## src/rtl/pipeline_hazard_ctrl_if.sv

```systemverilog
// rtl/pipeline_hazard_ctrl_if.sv - hazard-controller signal bundle; master = controller, slave = pipeline
interface pipeline_hazard_ctrl_if #(
  parameter int CNT_W = 16
);
  logic [4:0]       idRs;
  logic [4:0]       idRt;
  logic             exMemRead;
  logic [4:0]       exRt;
  logic             branchTaken;
  logic             memStageRead;
  logic             memStageWrite;
  logic             memReady;
  logic             memReq;
  logic             pcWrite;
  logic             ifIdWrite;
  logic             ifIdFlush;
  logic             idExBubble;
  logic             exMemWrite;
  logic             memWbBubble;
  logic             memTimeout;
  logic [CNT_W-1:0] stallCount;

  modport master (
    input  idRs, idRt, exMemRead, exRt, branchTaken,
           memStageRead, memStageWrite, memReady,
    output memReq, pcWrite, ifIdWrite, ifIdFlush, idExBubble,
           exMemWrite, memWbBubble, memTimeout, stallCount
  );

  modport slave (
    output idRs, idRt, exMemRead, exRt, branchTaken,
           memStageRead, memStageWrite, memReady,
    input  memReq, pcWrite, ifIdWrite, ifIdFlush, idExBubble,
           exMemWrite, memWbBubble, memTimeout, stallCount
  );
endinterface

```

## src/rtl/pipeline_hazard_ctrl.sv

```systemverilog
// rtl/pipeline_hazard_ctrl.sv - 5-stage pipeline stall/flush sequencer with memory timeout
module pipeline_hazard_ctrl #(
  parameter int TIMEOUT_CYCLES = 255,
  parameter int CNT_W          = 16
) (
  input  logic                  clock,
  input  logic                  resetN,
  pipeline_hazard_ctrl_if.master hz
);
  typedef enum logic [1:0] {RUN = 2'd0, MEM_WAIT = 2'd1, HALT = 2'd2} state_t;

  localparam logic [7:0] TIMEOUT_LIM = 8'(TIMEOUT_CYCLES);

  state_t           state_q, state_d;
  logic [7:0]       wait_cnt_q, wait_cnt_d;
  logic             timeout_q, timeout_d;
  logic [CNT_W-1:0] stall_cnt_q, stall_cnt_d;

  logic mem_op, load_use, mem_stall;
  logic mem_req, pc_write, if_id_write, if_id_flush, id_ex_bubble, ex_mem_write, mem_wb_bubble;

  // Hazard detection terms; a load into r0 never creates a dependency
  always_comb begin
    mem_op    = hz.memStageRead | hz.memStageWrite;
    load_use  = hz.exMemRead && (hz.exRt != 5'd0) &&
                ((hz.exRt == hz.idRs) || (hz.exRt == hz.idRt));
    mem_stall = mem_op & ~hz.memReady;
  end

  // Control outputs: memory stall beats branch flush beats load-use bubble
  always_comb begin
    mem_req       = mem_op;
    pc_write      = 1'b1;
    if_id_write   = 1'b1;
    if_id_flush   = 1'b0;
    id_ex_bubble  = 1'b0;
    ex_mem_write  = 1'b1;
    mem_wb_bubble = 1'b0;
    if (state_q == HALT) begin
      mem_req       = 1'b0;
      pc_write      = 1'b0;
      if_id_write   = 1'b0;
      ex_mem_write  = 1'b0;
      mem_wb_bubble = 1'b1;
    end else if (mem_stall) begin
      // Freeze everything up to EX/MEM; ID/EX simply holds its contents
      pc_write      = 1'b0;
      if_id_write   = 1'b0;
      ex_mem_write  = 1'b0;
      mem_wb_bubble = 1'b1;
    end else if (hz.branchTaken) begin
      if_id_flush  = 1'b1;
      id_ex_bubble = 1'b1;
    end else if (load_use) begin
      pc_write     = 1'b0;
      if_id_write  = 1'b0;
      id_ex_bubble = 1'b1;
    end
  end

  // Next state, wait counter, sticky timeout and saturating stall counter
  always_comb begin
    state_d     = state_q;
    wait_cnt_d  = wait_cnt_q;
    timeout_d   = timeout_q;
    stall_cnt_d = stall_cnt_q;
    case (state_q)
      RUN: begin
        if (mem_stall) begin
          state_d    = MEM_WAIT;
          wait_cnt_d = 8'd1;
        end
      end
      MEM_WAIT: begin
        if (mem_stall) begin
          if (wait_cnt_q == TIMEOUT_LIM) begin
            state_d   = HALT;
            timeout_d = 1'b1;
          end else begin
            wait_cnt_d = wait_cnt_q + 8'd1;
          end
        end else begin
          // Access completed or the request was withdrawn
          state_d    = RUN;
          wait_cnt_d = 8'd0;
        end
      end
      default: state_d = HALT;
    endcase
    if (!pc_write && (state_q != HALT) && (stall_cnt_q != {CNT_W{1'b1}})) begin
      stall_cnt_d = stall_cnt_q + 1'b1;
    end
  end

  // State register with asynchronous clear
  always_ff @(posedge clock or negedge resetN) begin
    if (!resetN) begin
      state_q     <= RUN;
      wait_cnt_q  <= 8'd0;
      timeout_q   <= 1'b0;
      stall_cnt_q <= '0;
    end else begin
      state_q     <= state_d;
      wait_cnt_q  <= wait_cnt_d;
      timeout_q   <= timeout_d;
      stall_cnt_q <= stall_cnt_d;
    end
  end

  assign hz.memReq      = mem_req;
  assign hz.pcWrite     = pc_write;
  assign hz.ifIdWrite   = if_id_write;
  assign hz.ifIdFlush   = if_id_flush;
  assign hz.idExBubble  = id_ex_bubble;
  assign hz.exMemWrite  = ex_mem_write;
  assign hz.memWbBubble = mem_wb_bubble;
  assign hz.memTimeout  = timeout_q;
  assign hz.stallCount  = stall_cnt_q;
endmodule

```

## src/flat_wrapper.sv

```systemverilog
// flat-port wrapper written by rule: the top's interface ports become plain ports
module pipeline_hazard_ctrl_flat 
#(
  parameter int TIMEOUT_CYCLES = 255,
  parameter int CNT_W          = 16
)
  (clock, resetN, hz_idRs, hz_idRt, hz_exMemRead, hz_exRt, hz_branchTaken, hz_memStageRead, hz_memStageWrite, hz_memReady, hz_memReq, hz_pcWrite, hz_ifIdWrite, hz_ifIdFlush, hz_idExBubble, hz_exMemWrite, hz_memWbBubble, hz_memTimeout, hz_stallCount);
  pipeline_hazard_ctrl_if #(.CNT_W(CNT_W)) hz_i ();
  input  logic clock;
  input  logic resetN;
  input wire logic [$bits(hz_i.idRs)-1:0] hz_idRs;
  input wire logic [$bits(hz_i.idRt)-1:0] hz_idRt;
  input wire logic [$bits(hz_i.exMemRead)-1:0] hz_exMemRead;
  input wire logic [$bits(hz_i.exRt)-1:0] hz_exRt;
  input wire logic [$bits(hz_i.branchTaken)-1:0] hz_branchTaken;
  input wire logic [$bits(hz_i.memStageRead)-1:0] hz_memStageRead;
  input wire logic [$bits(hz_i.memStageWrite)-1:0] hz_memStageWrite;
  input wire logic [$bits(hz_i.memReady)-1:0] hz_memReady;
  output wire logic [$bits(hz_i.memReq)-1:0] hz_memReq;
  output wire logic [$bits(hz_i.pcWrite)-1:0] hz_pcWrite;
  output wire logic [$bits(hz_i.ifIdWrite)-1:0] hz_ifIdWrite;
  output wire logic [$bits(hz_i.ifIdFlush)-1:0] hz_ifIdFlush;
  output wire logic [$bits(hz_i.idExBubble)-1:0] hz_idExBubble;
  output wire logic [$bits(hz_i.exMemWrite)-1:0] hz_exMemWrite;
  output wire logic [$bits(hz_i.memWbBubble)-1:0] hz_memWbBubble;
  output wire logic [$bits(hz_i.memTimeout)-1:0] hz_memTimeout;
  output wire logic [$bits(hz_i.stallCount)-1:0] hz_stallCount;
  assign hz_i.idRs = hz_idRs;
  assign hz_i.idRt = hz_idRt;
  assign hz_i.exMemRead = hz_exMemRead;
  assign hz_i.exRt = hz_exRt;
  assign hz_i.branchTaken = hz_branchTaken;
  assign hz_i.memStageRead = hz_memStageRead;
  assign hz_i.memStageWrite = hz_memStageWrite;
  assign hz_i.memReady = hz_memReady;
  assign hz_memReq = hz_i.memReq;
  assign hz_pcWrite = hz_i.pcWrite;
  assign hz_ifIdWrite = hz_i.ifIdWrite;
  assign hz_ifIdFlush = hz_i.ifIdFlush;
  assign hz_idExBubble = hz_i.idExBubble;
  assign hz_exMemWrite = hz_i.exMemWrite;
  assign hz_memWbBubble = hz_i.memWbBubble;
  assign hz_memTimeout = hz_i.memTimeout;
  assign hz_stallCount = hz_i.stallCount;
  pipeline_hazard_ctrl #(.TIMEOUT_CYCLES(TIMEOUT_CYCLES), .CNT_W(CNT_W)) u_core (.clock(clock), .resetN(resetN), .hz(hz_i));
endmodule
```

## config.mk

```make
export PLATFORM = sky130hd
export DESIGN_NAME = pipeline_hazard_ctrl_flat
export DESIGN_NICKNAME = d
export VERILOG_FILES = /design/src/rtl/pipeline_hazard_ctrl_if.sv /design/src/rtl/pipeline_hazard_ctrl.sv /design/src/flat_wrapper.sv
export SDC_FILE = /design/constraint.sdc
export NUM_CORES = 1
export LEC_CHECK = 0
export BUFFER_PORTS_ARGS = -buffer_cell sky130_fd_sc_hd__buf_2
export CAP_MARGIN = 40
export CORE_ASPECT_RATIO = 0.5
export CORE_MARGIN = 2
export CORE_UTILIZATION = 45
export CTS_CLUSTER_DIAMETER = 120
export DETAILED_ROUTE_END_ITERATION = 12
export PLACE_DENSITY = 0.68
export SYNTH_ARGS = -nofsm -noshare
export SYNTH_HDL_FRONTEND = slang
export SYNTH_SLANG_ARGS = --single-unit
```

## constraint.sdc

```tcl
create_clock -name clock -period 1.95 [get_ports clock]
set_input_delay 0.0975 -clock clock [delete_from_list [all_inputs] [get_ports clock]]
set_output_delay 0.0975 -clock clock [all_outputs]
set_load 0.03 [all_outputs]
```

-- After elaboration in Yosys (flattened, before gate mapping)
Cells that the tools add are included.
- register bits after elaboration: 27
- bits in latches: 0
- memory bits (writable): 0
- bits in read-only memories: 0
- input port bits: 22
- output and inout port bits: 24
- logic and storage cells: 55
- memories kept: 0
- $add $sub $neg: 2
- multipliers: 0
- div/mod/pow operators: 0
- magnitude comparators: 0
- equality and inequality tests: 10
- shift operators: 0
- multiplexer cells: 24
- bitwise operators: 3
- reductions and logical operators: 12
- operators with widths (cell ; count):
    $mux 8 ; 3
    $add 16x1->16 const B ; 1
    $mux 1 ; 16
    $ne 16x16->1 const B ; 1
    $pmux 8 s2 ; 1
    $eq 5x5->1 ; 2
    $add 8x1->8 const B ; 1
    $eq 8x8->1 const B ; 1
    $mux 2 ; 3
    $ne 3x3->1 const B ; 2
    $reduce_and 3->1 ; 2
    $reduce_bool 5->1 ; 1
    $logic_and 1x1->1 ; 4
    $pmux 2 s2 ; 1
    $eq 2x1->1 const B ; 1
    $eq 2x2->1 const B ; 1
    $logic_not 2->1 ; 1
    $ne 2x1->1 const B ; 1
    $ne 2x2->1 const B ; 1
    $reduce_and 2->1 ; 1
    $reduce_bool 2->1 ; 1
    $and 1x1->1 ; 1
    $logic_not 1->1 ; 1
    $logic_or 1x1->1 ; 1
    other kinds (2) ; 2

-- Depth between registers and ports, before layout
Gate-level depths: netlist of run 1.
- depth after elaboration: 10
- gate-level depth with buffers: 8
- mapped depth without buffers: 7

-- Worst setup path before layout of run 1
No wires, ideal clock.
- kind: register to output
- from: register u_core.state_q[1]
- to: output port hz_pcWrite
- arrival time: 1948 ps
- data required time: 1852 ps
- slack: -96 ps
- cell stages (with the launch flop): 6
- path buffers: 2
- path through: dfrtp_1 clkbuf_1 nor2b_1 nand2b_1 a31oi_1 buf_4
- cells in the longest elaborated chain, start to end: 2
- ends and longest elaborated chain (what ; line ; text):
    from (decl) ; pipeline_hazard_ctrl.sv:14 ; state_t state_q, state_d;
    from (signal assigned) ; pipeline_hazard_ctrl.sv:103 ; state_q <= state_d;
    $eq 2x2->1 ; pipeline_hazard_ctrl.sv:39 ; if (state_q == HALT) begin
    $mux 1 ; - ;
    to (decl) ; flat_wrapper.sv:20 ; output wire logic [$bits(hz_i.pcWrite)-1:0] hz_pcWrite;
Every way passes these cells.

-- Final worst setup path of run 1
- from: register u_core.stall_cnt_q[5], in the netlist u_core.hz.stallCount[5]
- to: register u_core.stall_cnt_q[5], in the netlist u_core.hz.stallCount[5]
- cells in the longest elaborated chain, start to end: 2
- elaborated cells between the ends (all ways): 3
- classes of those cells: add/sub (1); eq/ne (1); reduce/logical (1)
- ends and longest elaborated chain (what ; line ; text):
    from (decl) ; pipeline_hazard_ctrl.sv:17 ; logic [CNT_W-1:0] stall_cnt_q, stall_cnt_d;
    from (signal assigned) ; pipeline_hazard_ctrl.sv:106 ; stall_cnt_q <= stall_cnt_d;
    parallel branches: the longest is 2 deep, another holds $add 16x1->16 ; - ;
Several ways; the timed one is not identified.
A chain may end at the register's enable or synchronous reset.

==> impl_results.md, run 1 <==
* Status: finished clean
* DR WL/cell at 12.1 um
* Kind of critical path: reg2reg
* Most common cell after layout, fill and taps aside: buf_2
* Synthesized flop and latch total at 27
* CTS resizes at 0
* Sequential share of the synthesized area at between 40% and 50%
* Crit end category: register
* Initial Util at 47.1%
* Hold WC Path Type: in2reg
* Root Buffer: clkbuf_8
* Skew final at 0.0102 ns
* Worst-Margin Slew at approximately 0.60 ns
* GRT Util Overall at between 10% and 20%
* Clock Path Buffers at 2
* DR vias at ~1400
* CTS H-tree depth at 1
* DRC violations left at 0
* Minimum clock period at roughly 1.8 ns
* YS warnings at 0
* Fmax at 561 MHz
* Yosys cell types at 43
* Slowest-stage cell, CP: dfrtp_2
* Die ar. at ~0.0041 sq mm
* Vias in the first global route at approximately 1200
* Nets at between 200 and 250
* Fin cells at between 200 and 300
* Unrepaired setup endpoints after global routing: false
* Most frequent cells in the layout: buf_2 (45), dfrtp_1 (25), nor2_1 (17), nand2_1 (15), xor2_1 (15)
* IO Count at 46
* CP Buf/Inv Count at 1
* Die Wd at 89.1 um
* Clk Latency, worst-skew pair at approximately 0.28 ns
* Tcrit/Tclk final at 91.4%
* Die height at 46.5 um
* Pwr Total at roughly 0.0017 W
* Syn nets at between 150 and 200
* Initial antenna violation count at 0
* Logic pwr share at roughly a third
* Leak Pwr at 0.937 nW
* Clk sinks at 27
* Power density over the cells at around 840 mW/mm^2
* Detail-routed via count per cell at 5.07
* Final WL at roughly 3300 um
* FP Rows at 15
* Crit path DAT at 1.94 ns
* Layout cells sized above 1 at between 30% and 40%
* Power Internal at ~0.0010 W
* Clock transition at path regs at about 0.10 ns
* Global placement routability congestion at 0.780
* GRT overflow at 0
* Global-route wire length before repair at about 5400 um
* Average cell area after synthesis at 9.87 sq um
* Largest net degree at the start of global routing at 28
* Sw frac at approximately two fifths
* CP peak stage delay at roughly 0.42 ns
* Cell family with most CP delay: simple AND/OR/NAND/NOR gates
* Sum of negative setup slack at 0 ns
* CP max FO at 7
* Crit-path cells: nand4_1 > nor2_1 > nand3_1 > nor3_4 > buf_4 > nor4b_1 > xor2_1
* Fin Hold WS at ~0.21 ns
* Final slew viol count at 0
* DP Cell Count at approximately 270
* Peak supply drop at between 0.3 and 0.4 mV
* Worst path required time at roughly 2.1 ns
* CTS tree: yes
* Worst rel slew slack at 60.0%
* Endpoints failing hold at 0
* Core ar. at 0.00345 sq mm
* Post-DRT Antenna Nets at 0
* Max-cap violations at 0
* Layout area overhead at 23.8%
* Pre-antenna DRT Iters at 4
* Startpoint types: register
* Switching power total at slightly below 0.0007 W
* Clock power share at 19.2%
* Diodes inserted at 0
* DR iter-0 viols at 29
* PortBufs at 45
* Final setup viols at 0
* Post-DP HPWL at between 2000 and 3000 um
* Core Util, Final at roughly 58%
* Synth Cell Area at ~0.0016 sq mm
* Flop pwr share at 46.2%
* CTS Buf Count at 3
* Post-Synthesis Cells at 165
* FILL cells at about 330
-- cells by family (layout without fill, tap and decap cells) --
logic type,count (synthesis),count (layout),synth area share (%)
compound gates,27,27,11.4
xor+xnor,25,25,13.5
fa+ha+maj,2,2,1.54
buf+inv,7,61,2.77
flops,27,27,41.5
mux,2,2,1.54
simple gates,75,75,27.8
-- path summary, 6_finish.rpt --
check	cells past startpoint	slack, ns	startpoint	endpoint
min in group asynchronous	2	0.36	resetN	u_core.wait_cnt_q[5]$_DFFE_PN0P_
min reg2reg	1	0.46	u_core.hz.memTimeout$_DFFE_PN0P_	u_core.hz.memTimeout$_DFFE_PN0P_
max reg2reg	7	0.17	u_core.hz.stallCount[5]$_DFFE_PN0P_	u_core.hz.stallCount[5]$_DFFE_PN0P_
min	3	0.21	hz_memReady	u_core.state_q[0]$_DFFE_PN0P_
max in group asynchronous	2	1.17	resetN	u_core.hz.stallCount[4]$_DFFE_PN0P_
max	7	0.17	u_core.hz.stallCount[5]$_DFFE_PN0P_	u_core.hz.stallCount[5]$_DFFE_PN0P_
-- power groups by stage --
stage / logic [W] / clock network, W / registers, W
floorplan: 0.000241 / 0 / 0.000941
global route: 0.000638 / 0.000365 / 0.000801
finish: 0.000586 / 0.000326 / 0.000782
detailed placement: 0.000593 / 0 / 0.000793
global placement: 0.000579 / 0 / 0.000788
CTS: 0.000595 / 0.000341 / 0.000783
-- area by class of cell --
type	instances	area, sq um	share of cell area (%)
clock inverter	1	7.51	0.373
sequential	27	678	33.7
multi-input combinational	131	913	45.3
tap	51	63.8	3.17
timing repair buffer	55	303	15.0
inverter	2	7.51	0.373
clock buffer	3	41.3	2.05
-- synth_stat cells (all sizes together) --
cell type	n	area, sq um
nand3b	1	7.51
ha	2	25.0
o21bai	2	15.0
a31oi	2	27.5
mux2i	1	10.0
nor4	7	81.3
xnor2	10	87.6
nor2b	1	6.26
nor2	18	70.1
nor4b	3	26.3
nand4	5	31.3
clkbuf	2	7.51
dfrtp	27	676
xor2	15	131
nor3	5	46.3
o22ai	2	18.8
or3	1	6.26
and3	2	12.5
mux2	1	15.0
o31ai	3	22.5
a21oi	5	25.0
o31a	1	8.76
nand2b	1	6.26
buf	3	30.0
inv	2	7.51
nand2	15	56.3
a22oi	1	7.51
a21o	1	7.51
o21a	1	7.51
nor3b	3	32.5
o21ai	9	45.0
or4	1	7.51
or2	2	12.5
nand3	10	50.1
-- repair_timing --
action | in CTS | in global routing
hold buffers | 1 | 0
hold endpoints to repair | 27 | 0
buffers inserted | 0 | 0
-- sequential cells by signal, summed over array words and instances, names as in the netlist --
name / flops
u_core.wait_cnt_q: 8
u_core.hz.memTimeout: 1
u_core.hz.stallCount: 16
u_core.state_q: 2
-- worst min-delay path, delay by kind of cell --
family                 cells  cell delay, ns
buffers and inverters      1            0.09
and+or+nand+nor            2            0.26
-- metal layers --
layer / GRT usage [%] / share of wire, %
met5: 0 / 0
met4: 3.28 / 0.43
met3: 3.94 / 4.3
met2: 30.0 / 48
met1: 22.0 / 48
-- stage by stage --
step                      cell area (sq um)  setup slack [ns]
after floorplan                        1640            0.0134
after global placement                 1960             0.164
after detailed placement               1960             0.150
after CTS                              2010             0.141
after global routing                   2010           0.00234
final                                  2010             0.168
No activity file was read; power rests on OpenSTA's default activity.
==> inputs of run 2 (changes only) <==
--- a/config.mk
+++ b/config.mk
@@ -7,12 +7,11 @@
 export LEC_CHECK = 0
 export BUFFER_PORTS_ARGS = -buffer_cell sky130_fd_sc_hd__buf_2
 export CAP_MARGIN = 40
-export CORE_ASPECT_RATIO = 0.5
 export CORE_MARGIN = 2
-export CORE_UTILIZATION = 45
+export CORE_UTILIZATION = 40
 export CTS_CLUSTER_DIAMETER = 120
 export DETAILED_ROUTE_END_ITERATION = 12
-export PLACE_DENSITY = 0.68
+export PLACE_DENSITY = 0.61
 export SYNTH_ARGS = -nofsm -noshare
 export SYNTH_HDL_FRONTEND = slang
 export SYNTH_SLANG_ARGS = --single-unit
==> run 2 against run 1 <==
Against the previous run:
- hold slack better by 0.024 ns
- sequential power hardly changed
- critical path type unchanged
- total power is 0.52% lower
- largest cell class unchanged
- fmax hardly changed
- clock-buffer cell count is 1 higher
- worst setup slack worse by 0.0016 ns
- critical path depth stayed put
==> impl_results.md, run 2 (same netlist as run 1, synthesis figures left out) <==
* Minimum clock period at between 1.5 and 2 ns
* Fmax at roughly 560 MHz
* Slowest-stage cell, CP: dfrtp_2
* Clock transition at path regs at ~0.090 ns
* Worst rel slew slack at between 50 and 60%
* Die ar. at 0.00460 sq mm
* Final slew viol count at 0
* Layout cells sized above 1 at between 30% and 40%
* Met3 Use GR at under 10%
* Placed Area at just under 0.002 sq mm
* CTS Buf Count at 3
* Post-DRT Antenna Nets at 0
* DR vias at approximately 1400
* Final setup viols at 0
* Global-route wire length before repair at 5580 um
* Skew final at ~0.0029 ns
* Max-cap violations at 0
* CP max FO at 6
* Hold WC Path Type: in2reg
* Nets at roughly 240
* Initial Util at between 40% and 50%
* DR WL/cell at between 10 and 15 um
* Met1 Use GR at between 20% and 30%
* Total setup buffers inserted after CTS at 0
* IO Count at 46
* Met2 GRT Util at about 25%
* FILL cells at 394
* Detail-routed via count per cell at ~5.2
* Unrepaired setup endpoints after global routing: false
* FP Rows at 23
* CP Buf/Inv Count at 1
* DRC violations left at 0
* Global placement routability congestion at 0.852
* Crit-path cells: nand4_1 > nor2_2 > nand3_1 > nor3_4 > buf_4 > nor4b_1 > xor2_1
* CTS tree: yes
* Die Wd at 67.8 um
* Post-layout instance area at about 0.002 sq mm
* PortBufs at between 40 and 50
* Busiest layer in global routing: met2
* Leak Pwr at between 0.9 and 1 nW
* Clk Latency, worst-skew pair at 0.27 ns
* CP peak stage delay at just over 0.4 ns
* Crit end category: register
* Startpoint types: register
* Max reg flops at 16
* Status: finished clean
* Largest net degree at the start of global routing at 28
* Clk sinks at 27
* Tcrit/Tclk final at 91.5%
* Diodes inserted at 0
* Peak supply drop at approximately 0.27 mV
* CTS H-tree depth at 1
* GRT overflow at 0
* Initial antenna violation count at 0
* Multi-input logic area at approximately 900 sq um
* Final WL at ~3400 um
* Root Buffer: clkbuf_8
* Most frequent cells in the layout: buf_2 (45), dfrtp_1 (25), nor2_1 (16), nand2_1 (15), xor2_1 (15)
* Register area at 678 sq um
* Sum of negative setup slack at 0 ns
* Cell family with most CP delay: simple AND/OR/NAND/NOR gates
* Vias in the first global route at approximately 1200
* Worst path required time at ~2.1 ns
* Most common cell after layout, fill and taps aside: buf_2
* Endpoints failing hold at 0
* Post-DP HPWL at 2590 um
* DR iter-0 viols at between 70 and 80
* GRT Util Overall at roughly 16%
* Layout area overhead at 23.1%
* Core ar. at 0.00397 sq mm
* Crit path DAT at 1.92 ns
* Power density over the cells at around 840 mW/mm^2
* Die height at roughly 68 um
* Kind of critical path: reg2reg
* Pre-antenna DRT Iters at 4
* Clock Path Buffers at 2
* Worst-Margin Slew at roughly 0.62 ns
==> run 2: layer usage <==
| metal | wire length (um) | vias to the layer above |
|---|---|---|
| met2 | 1510 | 40 |
| li1 | - | 690 |
| met5 | 0 | - |
| met1 | 1670 | 671 |
| met4 | 45 | 0 |
| met3 | 168 | 4 |
==> run 2: final timing paths <==
path                                                     startpoint                                   to  slack (ns)  cells past startpoint
worst max-delay path            u_core.hz.stallCount[4]$_DFFE_PN0P_  u_core.hz.stallCount[5]$_DFFE_PN0P_        0.17                      7
worst min-delay path                                    hz_memReady     u_core.wait_cnt_q[5]$_DFFE_PN0P_        0.23                      4
worst max register to register  u_core.hz.stallCount[4]$_DFFE_PN0P_  u_core.hz.stallCount[5]$_DFFE_PN0P_        0.17                      7
worst min register to register     u_core.hz.memTimeout$_DFFE_PN0P_     u_core.hz.memTimeout$_DFFE_PN0P_        0.45                      1
max in group asynchronous                                    resetN  u_core.hz.stallCount[4]$_DFFE_PN0P_        1.15                      2
min in group asynchronous                                    resetN     u_core.wait_cnt_q[5]$_DFFE_PN0P_        0.36                      2
==> run 2: worst reg2reg max path, delay by kind of cell (launching register included) <==
kind	cells	cell delay, ns
xor gates and xnor gates	1	0.15
and+or+nand+nor	5	0.89
buffers and inverters	1	0.20
DFF	1	0.41
==> run 2: layout make-up <==
| type | count | area share (%) |
|---|---|---|
| sequential | 27 | 33.8 |
| timing repair buffer | 54 | 14.7 |
| inverter | 2 | 0.375 |
| clock buffer | 4 | 2.25 |
| tap | 50 | 3.12 |
| multi-input combinational | 131 | 45.7 |
==> run 2: power breakdown <==
part | total, W | switching [W] | internal (W)
Sequential | 0.000781 | 0.000126 | 0.000655
Clock | 0.000316 | 0.000169 | 0.000146
Combinational | 0.000588 | 0.000378 | 0.000210
Total | 0.00169 | 0.000674 | 0.00101
==> run 2: repair_timing <==
item	in CTS	in global routing
setup endpoints to repair	0	2
hold buffers	1	0
resized for setup	0	1
hold endpoints to repair	27	0
==> run 2: through the flow <==
| step | hold slack (ns) | setup WS [ns] | cells | utilization (%) | power [W] |
|---|---|---|---|---|---|
| finish | 0.235 | 0.166 | 268 | 50.5 | 0.00169 |
| global route | 0.264 | 0.0297 | 268 | 50.5 | 0.00180 |
| CTS | 0.224 | 0.132 | 268 | 50.4 | 0.00172 |
| detailed placement | 0.153 | 0.155 | 263 | 49.0 | 0.00139 |
| global placement | 0.149 | 0.0909 | 263 | 49.0 | 0.00138 |
| floorplan | -0.198 | 0.0134 | 165 | - | 0.00118 |
